<file path="src/rtl/master_port_if.sv">
// Parallel request side and bit-serial bus side of the master port, grouped as one bundle.
// The master modport is the port block's view; the slave modport is the core/bus view.
interface master_port_if #(
  parameter int unsigned AddrW = 16,
  parameter int unsigned DataW = 8
);
  logic             m_start;
  logic             m_mode;
  logic [AddrW-1:0] m_addr;
  logic [DataW-1:0] m_wr_data;
  logic [DataW-1:0] m_rd_data;
  logic             m_wr_en;
  logic             mode;
  logic             wr_bus;
  logic             master_valid;
  logic             slave_ready;
  logic             rd_bus;
  logic             slave_valid;
  logic             master_ready;

  modport master (
    input  m_start, m_mode, m_addr, m_wr_data, slave_ready, rd_bus, slave_valid,
    output m_rd_data, m_wr_en, mode, wr_bus, master_valid, master_ready
  );

  modport slave (
    output m_start, m_mode, m_addr, m_wr_data, slave_ready, rd_bus, slave_valid,
    input  m_rd_data, m_wr_en, mode, wr_bus, master_valid, master_ready
  );
endinterface

</file>
<file path="src/rtl/master_port.sv">
// Bit-serial bus master: shifts out address (and write data) LSB first, or assembles an
// LSB-first read byte from the slave, using valid/ready handshakes on each bit.
module master_port #(
  parameter int unsigned AddrW = 16,
  parameter int unsigned DataW = 8
) (
  input  logic          clk_i,
  input  logic          rstn_i,
  master_port_if.master bus_io
);

  typedef enum logic [1:0] {StIdle, StAddr, StWdata, StRdata} state_e;

  localparam logic [4:0] LastAddr = 5'(AddrW - 1);
  localparam logic [4:0] LastData = 5'(DataW - 1);

  state_e           state_q, state_d;
  logic [AddrW-1:0] addr_q, addr_d;
  logic [DataW-1:0] data_q, data_d;
  logic [DataW-1:0] rx_q, rx_d;
  logic [DataW-1:0] rd_data_q, rd_data_d;
  logic [4:0]       cnt_q, cnt_d;
  logic             mode_q, mode_d;
  logic             wr_en_q, wr_en_d;

  always_ff @(posedge clk_i or negedge rstn_i) begin
    if (!rstn_i) begin
      state_q   <= StIdle;
      addr_q    <= '0;
      data_q    <= '0;
      rx_q      <= '0;
      rd_data_q <= '0;
      cnt_q     <= '0;
      mode_q    <= 1'b0;
      wr_en_q   <= 1'b0;
    end else begin
      state_q   <= state_d;
      addr_q    <= addr_d;
      data_q    <= data_d;
      rx_q      <= rx_d;
      rd_data_q <= rd_data_d;
      cnt_q     <= cnt_d;
      mode_q    <= mode_d;
      wr_en_q   <= wr_en_d;
    end
  end

  always_comb begin
    state_d   = state_q;
    addr_d    = addr_q;
    data_d    = data_q;
    rx_d      = rx_q;
    rd_data_d = rd_data_q;
    cnt_d     = cnt_q;
    mode_d    = mode_q;
    wr_en_d   = 1'b0;
    unique case (state_q)
      StIdle: begin
        if (bus_io.m_start) begin
          addr_d  = bus_io.m_addr;
          data_d  = bus_io.m_wr_data;
          mode_d  = bus_io.m_mode;
          cnt_d   = '0;
          state_d = StAddr;
        end
      end
      StAddr: begin
        if (bus_io.slave_ready) begin
          addr_d = addr_q >> 1;
          cnt_d  = cnt_q + 5'd1;
          if (cnt_q == LastAddr) begin
            cnt_d   = '0;
            state_d = mode_q ? StWdata : StRdata;
          end
        end
      end
      StWdata: begin
        if (bus_io.slave_ready) begin
          data_d = data_q >> 1;
          cnt_d  = cnt_q + 5'd1;
          if (cnt_q == LastData) begin
            cnt_d   = '0;
            state_d = StIdle;
          end
        end
      end
      StRdata: begin
        if (bus_io.slave_valid) begin
          // LSB-first: each new bit enters at the top and earlier bits move down
          rx_d  = {bus_io.rd_bus, rx_q[DataW-1:1]};
          cnt_d = cnt_q + 5'd1;
          if (cnt_q == LastData) begin
            cnt_d     = '0;
            rd_data_d = rx_d;
            wr_en_d   = 1'b1;
            state_d   = StIdle;
          end
        end
      end
      default: state_d = StIdle;
    endcase
  end

  assign bus_io.master_valid = (state_q == StAddr) || (state_q == StWdata);
  assign bus_io.master_ready = (state_q == StRdata);
  assign bus_io.wr_bus       = (state_q == StAddr)  ? addr_q[0] :
                               (state_q == StWdata) ? data_q[0] : 1'b0;
  assign bus_io.mode         = mode_q;
  assign bus_io.m_rd_data    = rd_data_q;
  assign bus_io.m_wr_en      = wr_en_q;

endmodule

</file>
<file path="src/flat_wrapper.sv">
// flat-port wrapper written by rule: the top's interface ports become plain ports
module master_port_flat 
#(
  parameter int unsigned AddrW = 16,
  parameter int unsigned DataW = 8
)
  (clk_i, rstn_i, bus_io_m_start, bus_io_m_mode, bus_io_m_addr, bus_io_m_wr_data, bus_io_slave_ready, bus_io_rd_bus, bus_io_slave_valid, bus_io_m_rd_data, bus_io_m_wr_en, bus_io_mode, bus_io_wr_bus, bus_io_master_valid, bus_io_master_ready);
  master_port_if #(.AddrW(AddrW), .DataW(DataW)) bus_io_i ();
  input  logic clk_i;
  input  logic rstn_i;
  input wire logic [$bits(bus_io_i.m_start)-1:0] bus_io_m_start;
  input wire logic [$bits(bus_io_i.m_mode)-1:0] bus_io_m_mode;
  input wire logic [$bits(bus_io_i.m_addr)-1:0] bus_io_m_addr;
  input wire logic [$bits(bus_io_i.m_wr_data)-1:0] bus_io_m_wr_data;
  input wire logic [$bits(bus_io_i.slave_ready)-1:0] bus_io_slave_ready;
  input wire logic [$bits(bus_io_i.rd_bus)-1:0] bus_io_rd_bus;
  input wire logic [$bits(bus_io_i.slave_valid)-1:0] bus_io_slave_valid;
  output wire logic [$bits(bus_io_i.m_rd_data)-1:0] bus_io_m_rd_data;
  output wire logic [$bits(bus_io_i.m_wr_en)-1:0] bus_io_m_wr_en;
  output wire logic [$bits(bus_io_i.mode)-1:0] bus_io_mode;
  output wire logic [$bits(bus_io_i.wr_bus)-1:0] bus_io_wr_bus;
  output wire logic [$bits(bus_io_i.master_valid)-1:0] bus_io_master_valid;
  output wire logic [$bits(bus_io_i.master_ready)-1:0] bus_io_master_ready;
  assign bus_io_i.m_start = bus_io_m_start;
  assign bus_io_i.m_mode = bus_io_m_mode;
  assign bus_io_i.m_addr = bus_io_m_addr;
  assign bus_io_i.m_wr_data = bus_io_m_wr_data;
  assign bus_io_i.slave_ready = bus_io_slave_ready;
  assign bus_io_i.rd_bus = bus_io_rd_bus;
  assign bus_io_i.slave_valid = bus_io_slave_valid;
  assign bus_io_m_rd_data = bus_io_i.m_rd_data;
  assign bus_io_m_wr_en = bus_io_i.m_wr_en;
  assign bus_io_mode = bus_io_i.mode;
  assign bus_io_wr_bus = bus_io_i.wr_bus;
  assign bus_io_master_valid = bus_io_i.master_valid;
  assign bus_io_master_ready = bus_io_i.master_ready;
  master_port #(.AddrW(AddrW), .DataW(DataW)) u_core (.clk_i(clk_i), .rstn_i(rstn_i), .bus_io(bus_io_i));
endmodule
</file>
<file path="config.mk">
export PLATFORM = sky130hd
export DESIGN_NAME = master_port_flat
export DESIGN_NICKNAME = d
export VERILOG_FILES = /design/src/rtl/master_port_if.sv /design/src/rtl/master_port.sv /design/src/flat_wrapper.sv
export SDC_FILE = /design/constraint.sdc
export NUM_CORES = 1
export LEC_CHECK = 0
export CORE_MARGIN = 2
export CORE_UTILIZATION = 45
export CTS_BUF_LIST = sky130_fd_sc_hd__clkbuf_8
export CTS_CLUSTER_DIAMETER = 50
export DETAILED_ROUTE_END_ITERATION = 16
export PLACE_DENSITY = 0.78
export SYNTH_ARGS = -nofsm -noshare
export SYNTH_HDL_FRONTEND = slang
export SYNTH_SLANG_ARGS = --single-unit
export TNS_END_PERCENT = 1
</file>
<file path="constraint.sdc">
create_clock -name clk_i -period 2.1 [get_ports clk_i]
set_clock_uncertainty 0.05 [all_clocks]
set_input_delay 0.21 -clock clk_i [delete_from_list [all_inputs] [get_ports clk_i]]
set_output_delay 0.21 -clock clk_i [all_outputs]
set_load 0.01 [all_outputs]
</file>
# [Word level (Yosys, flattened, before mapping)]
# Cells that the tools add are included.
[totals] reg_bits=49 latch_bits=0 mem_bits_rw=0 mem_bits_ro=0 output_inout_bits=13 wordCells=56 n_memories=0
[op_classes] n_addsub=1 n_mul=0 div=0 order_cmp=0 eq_ne=10 shift=0 n_mux=26 bitwise=0 reduce_logical=11
[ops] cell="$mux W16" count=2
[ops] cell="$pmux W16 S2" count=1
[ops] cell="$mux W5" count=6
[ops] cell="$pmux W5 S4" count=1
[ops] cell="$mux W8" count=2
[ops] cell="$pmux W8 S2" count=1
[ops] cell="$mux W2" count=6
[ops] cell="$reduce_and A3 Y1" count=3
[ops] cell="$ne A2 B2 Y1 const B" count=4
[ops] cell="$pmux W2 S4" count=1
[ops] cell="$mux W1" count=6
[ops] cell="$add A5 B1 Y5 const B" count=1
[ops] cell="$eq A5 B3 Y1 const B" count=1
[ops] cell="$eq A5 B4 Y1 const B" count=1
[ops] cell="$reduce_and A5 Y1" count=1
[ops] cell="$eq A2 B2 Y1 const B" count=2
[ops] cell="$reduce_and A2 Y1" count=2
[ops] cell="$reduce_and A4 Y1" count=1
[ops] cell="$reduce_bool A2 Y1" count=2
[ops] cell="$eq A2 B1 Y1 const B" count=1
[ops] cell="$logic_not A2 Y1" count=1
[ops] cell="$ne A2 B1 Y1 const B" count=1
[ops] cell="$logic_or A1 B1 Y1" count=1

# [Longest topological paths before layout]
[depth] depth_word=4 ltp_mapped=8 depth_no_buf=8

# [Worst setup path after synthesis]
# OpenSTA, ideal clock, no wires.
[synth_timing] path_type="register to register" startpoint="register u_core.cnt_q[0]" endpoint="register u_core.cnt_q[3]" t_arrival_ns=1.567 setup_slack_ns=0.401 stages_incl_launch_ff=9 path_buffers=0 cell_sequence="dfrtp_1 -> ha_1 -> nand3_1 -> inv_1 -> ha_1 -> nand2b_1 -> o22ai_1 -> nand2_1 -> o22ai_1"
[synth_via] elab_chain_len=4 word_cells_on_any_way=9
[synth_lines] item="from (decl)" line="master_port.sv:22" rtl="logic [4:0] cnt_q, cnt_d;"
[synth_lines] item="from (signal assigned)" line="master_port.sv:42" rtl="cnt_q <= cnt_d;"
[synth_lines] item="$add A5 B1 Y5 (tied with other cells)" line="master_port.sv:70, master_port.sv:80, master_port.sv:91"
[synth_lines] item="$mux W5, on equally long branches" line="master_port.sv:81, master_port.sv:92, master_port.sv:71"
[synth_lines] item="$mux W5, on equally long branches" line="master_port.sv:88, master_port.sv:78, master_port.sv:68"
[synth_lines] item="$pmux W5 S4 (*)" line="master_port.sv:57" rtl="unique case (state_q)"
# Every way passes the cells marked *; elsewhere a longest branch is shown, timed or not. The select of a mux whose other input is x is not followed.
# A chain may end at the register's enable or synchronous reset.

# [Final worst setup path]
[layout_timing] startpoint="register u_core.state_q[1]" endpoint="output port bus_io_master_ready"
[layout_via] elab_chain_len=1
[layout_lines] item="from (decl)" line="master_port.sv:17" rtl="state_e state_q, state_d;"
[layout_lines] item="from (signal assigned)" line="master_port.sv:28" rtl="state_q <= StIdle;"
[layout_lines] item="from (signal assigned)" line="master_port.sv:37" rtl="state_q <= state_d;"
[layout_lines] item="$eq A2 B2 Y1" line="master_port.sv:105" rtl="assign bus_io.master_ready = (state_q == StRdata);"
[layout_lines] item="to (decl)" line="flat_wrapper.sv:23" rtl="output wire logic [$bits(bus_io_i.master_ready)-1:0] bus_io_master_ready;"
# Every way passes these cells.

==> results.md <==
- CP startpoint kind: flop
- Gate Count Post-Synth: 206
- Max Slew Vio Count: 0
- Slowest CP cell: clkdlybuf4s50_1
- Setup Crit Path Kind: reg2out
- Clock transition at path regs: around 90 ps
- Tot GR Track Use: approximately 18%
- Worst slew pin tran: ~600 ps
- Vias in the first global route: ~1700
- Max cap viols: 0
- Final core occ: roughly 60%
- Core area: 0.00507 mm^2
- Layer with the highest usage: met2
- Final WL: 4.55 mm
- Via density: about 5.1
- Initial Util: 46.1%
- Crit Reg-Reg Endpoint: u_core.cnt_q[3]$_DFFE_PN0P_
- Detail Route Antenna Nets: 0
- Fmax: slightly above 500 MHz
- Flop2flop setup slack: about 200 ps
- Worst hold path depth: 3
- Clock Power Share: 22.5%
- Relative max-transition margin: between 50 and 60%
- Hold Violations, Final: 0
- Crit share post-route: between 90% and 100%
- Layout area overhead: 29.0%
- First-pass GRT wire length: about 8 mm
- Worst Hold Endpoint: u_core.addr_q[15]$_DFFE_PN0P_
- Reg2reg start: u_core.cnt_q[0]$_DFFE_PN0P_
- Drt first pass iters: 4
- Sequential share of the synthesized area: about 50%
- Status: complete, no violations
- Worst skew pair latency: about 300 ps
- Met3 GRT Util: about 3.8%
- Cell internal pwr: between 2000 and 2500 uW
- Setup WS post-layout: between 100 and 150 ps
- Min cycle time layout: approximately 2000 ps
- Worst vdd ir: between 0.6 and 0.7 mV
- Critical hold path startpoint: bus_io_m_addr[15]
- DR WL/cell: approximately 14 um
- Leak pwr: 0.00138 uW
- Routed vias: ~1700
- Total CTS buffers: 5
- Post-synthesis register bit count: 48
- PortBufs: 43
- Crit-path cells: buf_4 -> ha_1 -> clkdlybuf4s50_1
- Pwr/cell area: 1060 mW/mm^2
- Combinational Power Share: between 30% and 40%
- Placement row count: 26
- Cells on worst reg2reg path: 8
- Crit-path max FO: 6
- Proportion of layout cells with a drive suffix above 1: 18.0%
- Avg Inst Size Synth: approximately 11 um^2
- Post-Place Worst Slack: 248 ps
- Final GP Congestion: about 0.91
- HPWL Detailed: 3.31 mm
- Final setup viols: 0
- H-tree depth: 2
- DIE HEIGHT: 76.1 um
- Crit path largest cell delay: ~590 ps
- ANT cells: 0
- I/O pin count: 44
- CTS tree: done
- Met2 usage: around a quarter
- Largest net degree at the start of global routing: 49
- CP endpoint kind: primary output
- CTS Sinks: 48
- Post-Syn Area: 0.00234 mm^2
- Met1 GRT Util: 23.0%
- Worst hold slack: approximately 430 ps
- Required @ worst endpoint: between 1500 and 2000 ps
- Synthesized net count: ~250
- Fin nets: between 200 and 300
- Sw frac: roughly 33%
- Clock Path Buffers: 2
- Initial antenna violation count: 0
- Global route overflow: 0
- Die Area: between 0.005 and 0.006 mm^2
- Root buffer cell: clkbuf_8
- Drt drc: 0
- Critical Path AT: between 1500 and 2000 ps
- Min-Delay Path Class: in2reg
- Sequential Power Share: a little over two fifths
- Starting DRC count in detailed routing: 84
- Ys Warns: 0
- Die X-Extent: about 76 um
- Net Sw Power: between 1000 and 1500 uW
- Synth cell types: 33
power groups by stage:
stage	Sequential, uW	Clock (uW)	Combinational (uW)
final	1340	721	1140
after global routing	1370	771	1310
after CTS	1350	735	1150
after detailed placement	1370	0	1140
after global placement	1350	0	1100
after floorplan	1320	0	863
kinds of logic (layout without fill, tap and decap cells):
family | Yosys count | after routing | synth area share (%)
simple gates | 50 | 50 | 10.8
compound gates | 44 | 44 | 11.7
fa+ha+maj | 8 | 8 | 4.28
mux | 40 | 40 | 18.0
buf+inv | 16 | 71 | 3.91
flops | 48 | 48 | 51.4
worst max-delay path: cells and delay by family, from the launching register on:
kind / cells / cell delay, ps
DFF: 1 / 380
adders and majority gates: 1 / 290
buffers and inverters: 2 / 720
routing by layer:
metal	vias up	wire length (um)	part of all wire, %
met5	-	0	0
met4	0	207	4.5
met2	43	2150	47
li1	831	-	-
met3	16	160	3.5
met1	812	2030	45
cell type report:
cell class / count / area [um^2]
Tap cell: 70 / 87.6
Timing Repair Buffer: 54 / 513
Clock inverter: 1 / 30.0
Inverter: 9 / 33.8
Fill cell: 429 / 2060
Clock buffer: 7 / 96.3
Multi-Input combinational cell: 142 / 1050
Sequential cell: 48 / 1200
synthesized netlist by cell type, drive strengths merged:
| cell | instances | share of area (%) |
|---|---|---|
| o22ai | 3 | 0.80 |
| dfrtp | 48 | 51 |
| a2bb2oi | 1 | 0.64 |
| or2 | 1 | 0.37 |
| and2b | 1 | 0.32 |
| nand2b | 2 | 0.53 |
| o31ai | 1 | 0.53 |
| mux2i | 24 | 10 |
| nand3b | 1 | 0.32 |
| mux2 | 16 | 7.7 |
| o221a | 1 | 0.48 |
| o21ai | 5 | 1.1 |
| ha | 8 | 4.3 |
| nand2 | 11 | 1.8 |
| a211oi | 1 | 0.32 |
| or2b | 1 | 0.37 |
| nand3 | 5 | 1.6 |
| inv | 9 | 1.4 |
| nor2 | 27 | 4.8 |
| and4bb | 1 | 0.70 |
| buf | 7 | 2.5 |
| a21oi | 25 | 5.4 |
| a22o | 1 | 0.37 |
| a31oi | 3 | 0.80 |
| o21bai | 1 | 0.32 |
| a41oi | 1 | 0.37 |
| o221ai | 1 | 0.64 |
how the worst max path moves through the flow:
stage                                  end                          start  depth (start not counted)
4_1_cts                      bus_io_wr_bus  u_core.state_q[0]$_DFFE_PN0P_                          5
6_report               bus_io_master_ready  u_core.state_q[1]$_DFFE_PN0P_                          3
3_5_place_dp   u_core.cnt_q[3]$_DFFE_PN0P_    u_core.cnt_q[0]$_DFFE_PN0P_                          8
5_1_grt        u_core.cnt_q[3]$_DFFE_PN0P_    u_core.cnt_q[0]$_DFFE_PN0P_                          8
2_1_floorplan  u_core.cnt_q[3]$_DFFE_PN0P_    u_core.cnt_q[0]$_DFFE_PN0P_                          8
3_3_place_gp   u_core.cnt_q[3]$_DFFE_PN0P_    u_core.cnt_q[0]$_DFFE_PN0P_                          8
per-stage QoR:
step / TNS (ps) / instances / power [uW] / cell area [um^2]
detailed placement: 0 / 320 / 2500 / 2850
finish: 0 / 331 / 3210 / 3020
global route: -0.218 / 331 / 3460 / 3020
global placement: 0 / 320 / 2450 / 2850
CTS: 0 / 331 / 3230 / 3010
floorplan: 0 / 206 / 2190 / 2340
what timing repair did:
action | 4_1_cts | 5_1_grt
resized for setup | 0 | 3
hold buffers | 1 | 0
endpoints found under the hold margin | 48 | 0
setup buffers | 2 | 0
endpoints found under the setup margin | 1 | 3
state kept, by name, indices dropped and copies added (netlist names):
name,cells
u_core.data_q,8
u_core.bus_io.m_wr_en,1
u_core.bus_io.m_rd_data,8
u_core.rx_q,7
u_core.addr_q,16
u_core.bus_io.mode,1
u_core.state_q,2
u_core.cnt_q,5
cell usage in the layout, fill, tap and decap left out, types with 2 or more instances in the layout:
cell	count
dfrtp_1	48
clkdlybuf4s50_1	41
nor2_1	25
a21oi_1	25
mux2i_1	24
mux2_2	16
nand2_1	11
buf_4	10
inv_1	9
ha_1	7
clkbuf_8	7
nand3_1	4
o21ai_0	4
a31oi_1	3
o22ai_1	2
nand2b_1	2
Power figures use the tool's default switching activity.
